File: config.mk
export PLATFORM = sky130hd
export DESIGN_NAME = park_keypad
export DESIGN_NICKNAME = d
export VERILOG_FILES = /design/src/rtl/park_pkg.sv /design/src/rtl/park_timer.sv /design/src/rtl/park_keypad.sv
export SDC_FILE = /design/constraint.sdc
export NUM_CORES = 1
export LEC_CHECK = 0
export CORE_UTILIZATION = 35
export DETAILED_ROUTE_END_ITERATION = 7
export SYNTH_ARGS = -nofsm -noshare
export SYNTH_HDL_FRONTEND = slang
export SYNTH_SLANG_ARGS = --single-unit
export TNS_END_PERCENT = 50
File: constraint.sdc
create_clock -name clock -period 3.4 [get_ports clock]
set_input_delay 0.85 -clock clock [delete_from_list [all_inputs] [get_ports clock]]
set_output_delay 0.85 -clock clock [all_outputs]
set_load 0.03 [all_outputs]
File: src/rtl/park_pkg.sv
// Shared types and default constants for the parking-gate keypad.
package park_pkg;

    // Controller states; every state is held in a register.
    typedef enum logic [2:0] {
        StIdle,
        StKey1,
        StKey2,
        StWaitResp,
        StGranted,
        StLockout
    } park_state_e;

    localparam int unsigned KeyTimeoutDef  = 64;
    localparam int unsigned RespTimeoutDef = 32;
    localparam int unsigned MaxTriesDef    = 3;
    localparam int unsigned LockCyclesDef  = 128;

    function automatic int unsigned max_u(input int unsigned a, input int unsigned b);
        return (a > b) ? a : b;
    endfunction

endpackage

File: src/rtl/park_timer.sv
// Loadable down-counter; expires when the count reaches zero and never wraps.
module park_timer #(
    parameter int unsigned Width = 8
) (
    input  logic             clock,
    input  logic             reset,
    input  logic             load_i,
    input  logic [Width-1:0] load_val_i,
    output logic             expired_o
);

    logic [Width-1:0] cnt_q, cnt_d;

    // Load has priority; otherwise count down and stick at zero.
    always_comb begin
        cnt_d = cnt_q;
        if (load_i) begin
            cnt_d = load_val_i;
        end else if (cnt_q != '0) begin
            cnt_d = cnt_q - 1'b1;
        end
    end

    // Count register.
    always_ff @(posedge clock or posedge reset) begin
        if (reset) begin
            cnt_q <= '0;
        end else begin
            cnt_q <= cnt_d;
        end
    end

    assign expired_o = (cnt_q == '0);

endmodule

File: src/rtl/park_keypad.sv
// Two-digit keypad entry controller for a parking gate with retry lockout.
module park_keypad
    import park_pkg::*;
#(
    parameter int unsigned KEY_TIMEOUT  = KeyTimeoutDef,
    parameter int unsigned RESP_TIMEOUT = RespTimeoutDef,
    parameter int unsigned MAX_TRIES    = MaxTriesDef,
    parameter int unsigned LOCK_CYCLES  = LockCyclesDef
) (
    input  logic       clock,
    input  logic       reset,
    input  logic       car_arrive,
    input  logic       key_valid,
    input  logic [1:0] key_val,
    input  logic       green_led,
    input  logic       red_led,
    output logic       enter,
    output logic [1:0] code1,
    output logic [1:0] code2,
    output logic       granted,
    output logic       locked,
    output logic [1:0] tries
);

    localparam int unsigned MaxTimeout =
        max_u(max_u(KEY_TIMEOUT, RESP_TIMEOUT), LOCK_CYCLES);
    localparam int unsigned TimerW = $clog2(MaxTimeout) + 1;

    // Timer is loaded with N-1 on entry so the state lasts exactly N cycles.
    localparam logic [TimerW-1:0] KeyLoad  = TimerW'(KEY_TIMEOUT - 1);
    localparam logic [TimerW-1:0] RespLoad = TimerW'(RESP_TIMEOUT - 1);
    localparam logic [TimerW-1:0] LockLoad = TimerW'(LOCK_CYCLES - 1);
    localparam logic [2:0]        MaxTriesW = 3'(MAX_TRIES);

    park_state_e       state_q, state_d;
    logic [1:0]        code1_q, code1_d;
    logic [1:0]        code2_q, code2_d;
    logic [1:0]        tries_q, tries_d;
    logic              granted_q, granted_d;
    logic              reject;
    logic [2:0]        tries_inc;
    logic              tmr_load;
    logic [TimerW-1:0] tmr_load_val;
    logic              tmr_expired;

    park_timer #(
        .Width (TimerW)
    ) u_timer (
        .clock      (clock),
        .reset      (reset),
        .load_i     (tmr_load),
        .load_val_i (tmr_load_val),
        .expired_o  (tmr_expired)
    );

    assign tries_inc = {1'b0, tries_q} + 3'd1;

    // Next-state, capture, try counting and timer reload on every state change.
    always_comb begin
        state_d      = state_q;
        code1_d      = code1_q;
        code2_d      = code2_q;
        tries_d      = tries_q;
        granted_d    = 1'b0;
        reject       = 1'b0;
        tmr_load     = 1'b0;
        tmr_load_val = '0;

        unique case (state_q)
            StIdle: begin
                if (car_arrive) state_d = StKey1;
            end
            StKey1: begin
                if (!car_arrive) begin
                    state_d = StIdle;
                    tries_d = '0;
                end else if (key_valid) begin
                    code1_d = key_val;
                    state_d = StKey2;
                end else if (tmr_expired) begin
                    state_d = StIdle;
                end
            end
            StKey2: begin
                if (!car_arrive) begin
                    state_d = StIdle;
                    tries_d = '0;
                end else if (key_valid) begin
                    code2_d = key_val;
                    state_d = StWaitResp;
                end else if (tmr_expired) begin
                    state_d = StIdle;
                end
            end
            StWaitResp: begin
                // Red wins over green when both arrive together.
                if (!car_arrive) begin
                    state_d = StIdle;
                    tries_d = '0;
                end else if (red_led) begin
                    reject = 1'b1;
                end else if (green_led) begin
                    state_d   = StGranted;
                    granted_d = 1'b1;
                end else if (tmr_expired) begin
                    reject = 1'b1;
                end
            end
            StGranted: begin
                if (!car_arrive) begin
                    state_d = StIdle;
                    tries_d = '0;
                end
            end
            StLockout: begin
                if (tmr_expired) begin
                    state_d = StIdle;
                    tries_d = '0;
                end
            end
            default: begin
                state_d = StIdle;
            end
        endcase

        if (reject) begin
            if (tries_inc <= MaxTriesW) tries_d = tries_inc[1:0];
            state_d = (tries_inc == MaxTriesW) ? StLockout : StKey1;
        end

        tmr_load = (state_d != state_q);
        unique case (state_d)
            StKey1, StKey2: tmr_load_val = KeyLoad;
            StWaitResp:     tmr_load_val = RespLoad;
            StLockout:      tmr_load_val = LockLoad;
            default:        tmr_load_val = '0;
        endcase
    end

    // State and datapath registers.
    always_ff @(posedge clock or posedge reset) begin
        if (reset) begin
            state_q   <= StIdle;
            code1_q   <= '0;
            code2_q   <= '0;
            tries_q   <= '0;
            granted_q <= 1'b0;
        end else begin
            state_q   <= state_d;
            code1_q   <= code1_d;
            code2_q   <= code2_d;
            tries_q   <= tries_d;
            granted_q <= granted_d;
        end
    end

    // Decoded from the state register so reset clears them without a clock edge.
    assign enter   = (state_q == StWaitResp);
    assign locked  = (state_q == StLockout);
    assign granted = granted_q;
    assign code1   = code1_q;
    assign code2   = code2_q;
    assign tries   = tries_q;

endmodule
==> summary.txt <==
Synthesis
  • Post-synth EDFFs: 0
  • Seq/Total Area, Yosys: 0.390
  • Syn. warnings: 0
  • Proportion of netlist area held by the largest area contributor: 0.390
  • Most area-hungry cell type in the Yosys netlist: dfrtp_1
  • Syn avg cell area: 9.25 µm²
  • Number of synthesized register bits: 18
  • Syn_nets: around 140
  • Synth top area cells: dfrtp_1 39%, mux2_2 5.8%, ha_1 4.3%
  • Post-synth top flop: dfrtp_1
  • Unique masters post-synth: 39
  • Mapped Area: 1160 µm²
  • Synth Instances: 125
  • Async S/R FF share, synth: 1.00

GRT
  • Number of global-route vias before repair: 903
  • GRT overflow: 0
  • First-pass GRT wire length: between 4000 and 5000 µm
  • Number of antenna violations at the first check in global routing: 0
  • Largest net degree at the start of global routing: 19
  • Gr usage total: 0.162

Route
  • Routed len/inst: about 13 µm
  • Antenna viol nets, final: 0
  • Routed wire length: between 2000 and 2500 µm
  • Residual DRC: 0
  • DR iter-0 viols: 64
  • Vias per cell: 5.24
  • Drt pass-1 iters: 4
  • Vias: 965

Timing
  • Minimum clock period after layout: roughly 2.8 ns
  • Slew margin rel.: 0.533
  • Final setup margin: 0.574 ns
  • Clock Skews: 0.0211 ns
  • Fmax: ~350 MHz
  • RSZ-0062 raised after global routing: no
  • Slew Viols, Final: 0
  • Fin Setup TNS: 0 ns
  • Hold Fails Final Rpt: 0
  • Final setup viols: 0
  • Worst Tran Pin Value: 0.700 ns
  • Final period utilization: 0.831

Flow run
  • Maxcap violations: 0

Clocking
  • Post-CTS Setup Inserts: 0
  • Hold buffer count at CTS: 0
  • H-tree depth: 1
  • Clk sink count: 18
  • CTS tree: built
  • Post-CTS resize count: 0
  • Clock Path Buffers: 2
  • Clk root buf: clkbuf_4
  • Clk Latency, worst-skew pair: just over 0.3 ns
  • Num CTS Buffers: 3
  • Clock transition at the registers of the reported paths: ~0.13 ns

Final layout
  • Final Non-Filler Cells: 184
  • # fillers: 335
  • Final nets: 153
  • Synth-to-layout area growth: 19.7%
  • Layout cells sized above 1: 0.121
  • Multi-input logic area: 648 µm²
  • Ant diodes: 0
  • Register area: 450 µm²
  • Most common cell after layout, fill and taps aside: dfrtp_1
  • Commonest cells after routing, fill and taps aside: 18 x dfrtp_1, 16 x clkdlybuf4s50_1, 11 x nor2_1, 8 x inv_1, 7 x nand2_1

Critical path
  • Crit path buf inv count: 1
  • Req. time, crit path: 2.55 ns
  • CP Capture Type: output port
  • Crit-path max cell delay: roughly 0.67 ns
  • Critical path class: flip-flop to output port
  • Critical Path Fanout Max: 15
  • Critical path, cell by cell: nor2b_1, and2_1, clkdlybuf4s50_1
  • WP data arrival: slightly below 2 ns
  • CP top delay family: flip-flops
  • CP Launch Type: flip-flop
  • Slowest cell on crit path: dfrtp_1

Die
  • Initial Utilization: 0.373
  • Chip width: a little under 60 µm
  • # rows: 20
  • Die Footprint: 3540 µm²
  • Core area: 3100 µm²
  • Die Span Y: between 50 and 60 µm
  • I/O pins: 17

Run status
  • Status: completed

Power and ir drop
  • VDD IR max: 0.423 mV
  • Power per cell area: 815 nW/µm²
  • Pleak: 0.570 nW

Place
  • Worst slack, placed: between 0.2 and 0.3 ns
  • Final HPWL DP: 1820 µm
  • Gpl congestion: 0.835
  • Dpl cells: 180
  • Number of I/O port buffers: 16

Hold path
  • Hold WC Path Type: flip-flop to flip-flop
registers in the layout, indices dropped and copies added (netlist names):
| name | count |
|---|---|
| granted | 1 |
| state_q | 3 |
| tries | 2 |
| code2 | 2 |
| u_timer.cnt_q | 8 |
| code1 | 2 |
Yosys cell counts, types with 4 or more instances:
master	instances
nand3_1	4
nor2_1	11
xnor2_1	4
o21ai_1	4
buf_2	4
nor3_1	5
nor2b_1	6
o21ai_0	5
mux2_2	6
a21oi_1	5
inv_1	8
nand2_1	7
ha_1	4
dfrtp_1	18
per-stage QoR:
step	cell area, µm²	util	power, mW	hold WS, ns
4_1_cts	1380	0.446	1.13	0.527
3_5_place_dp	1350	0.434	0.991	0.498
5_1_grt	1380	0.446	1.22	0.550
2_1_floorplan	1160	-	0.845	0.523
3_3_place_gp	1350	0.434	0.979	0.495
6_report	1380	0.446	1.13	0.519
per-layer routing:
metal | vias up | track usage | part of all wire | wire length, µm
met5 | - | 0 | 0 | 0
met3 | 2 | 0.0306 | 0.064 | 157
li1 | 474 | - | - | -
met4 | 0 | 0.0408 | 0.0077 | 19
met2 | 37 | 0.254 | 0.46 | 1140
met1 | 452 | 0.228 | 0.47 | 1150
layout make-up:
type / instances / area share
Multi-Input combinational cell: 93 / 0.468
Sequential cell: 18 / 0.325
Timing Repair Buffer: 16 / 0.116
Tap cell: 44 / 0.0398
Clock buffer: 4 / 0.0262
Inverter: 9 / 0.0244
worst paths after layout:
| check | end | depth (start not counted) | slack (ns) | startpoint |
|---|---|---|---|---|
| worst max-delay path | locked | 3 | 0.57 | state_q[0]$_DFF_PP0_ |
| worst min-delay path | code2[0]$_DFFE_PP0P_ | 1 | 0.52 | code2[0]$_DFFE_PP0P_ |
| worst max register to register | u_timer.cnt_q[4]$_DFFE_PP0P_ | 8 | 0.58 | u_timer.cnt_q[0]$_DFFE_PP0P_ |
| worst min register to register | code2[0]$_DFFE_PP0P_ | 1 | 0.52 | code2[0]$_DFFE_PP0P_ |
| max in group asynchronous | state_q[2]$_DFF_PP0_ | 2 | 2.00 | reset |
| min in group asynchronous | u_timer.cnt_q[1]$_DFFE_PP0P_ | 2 | 0.93 | reset |
where the power goes:
part	total, mW	internal (mW)	switching, mW
registers	0.392	0.294	0.0982
clock network	0.139	0.0653	0.0736
logic	0.597	0.264	0.333
total	1.13	0.623	0.505
kinds of logic (layout without fill, tap and decap cells):
logic type,after synthesis,in the layout,share of synthesized area
mux,8,8,0.0758
compound gates,28,28,0.173
buf+inv,14,29,0.0498
fa+ha+maj,4,4,0.0433
simple gates,46,46,0.215
flops,18,18,0.390
xor+xnor,7,7,0.0530
(Power assumes the default switching activity.)
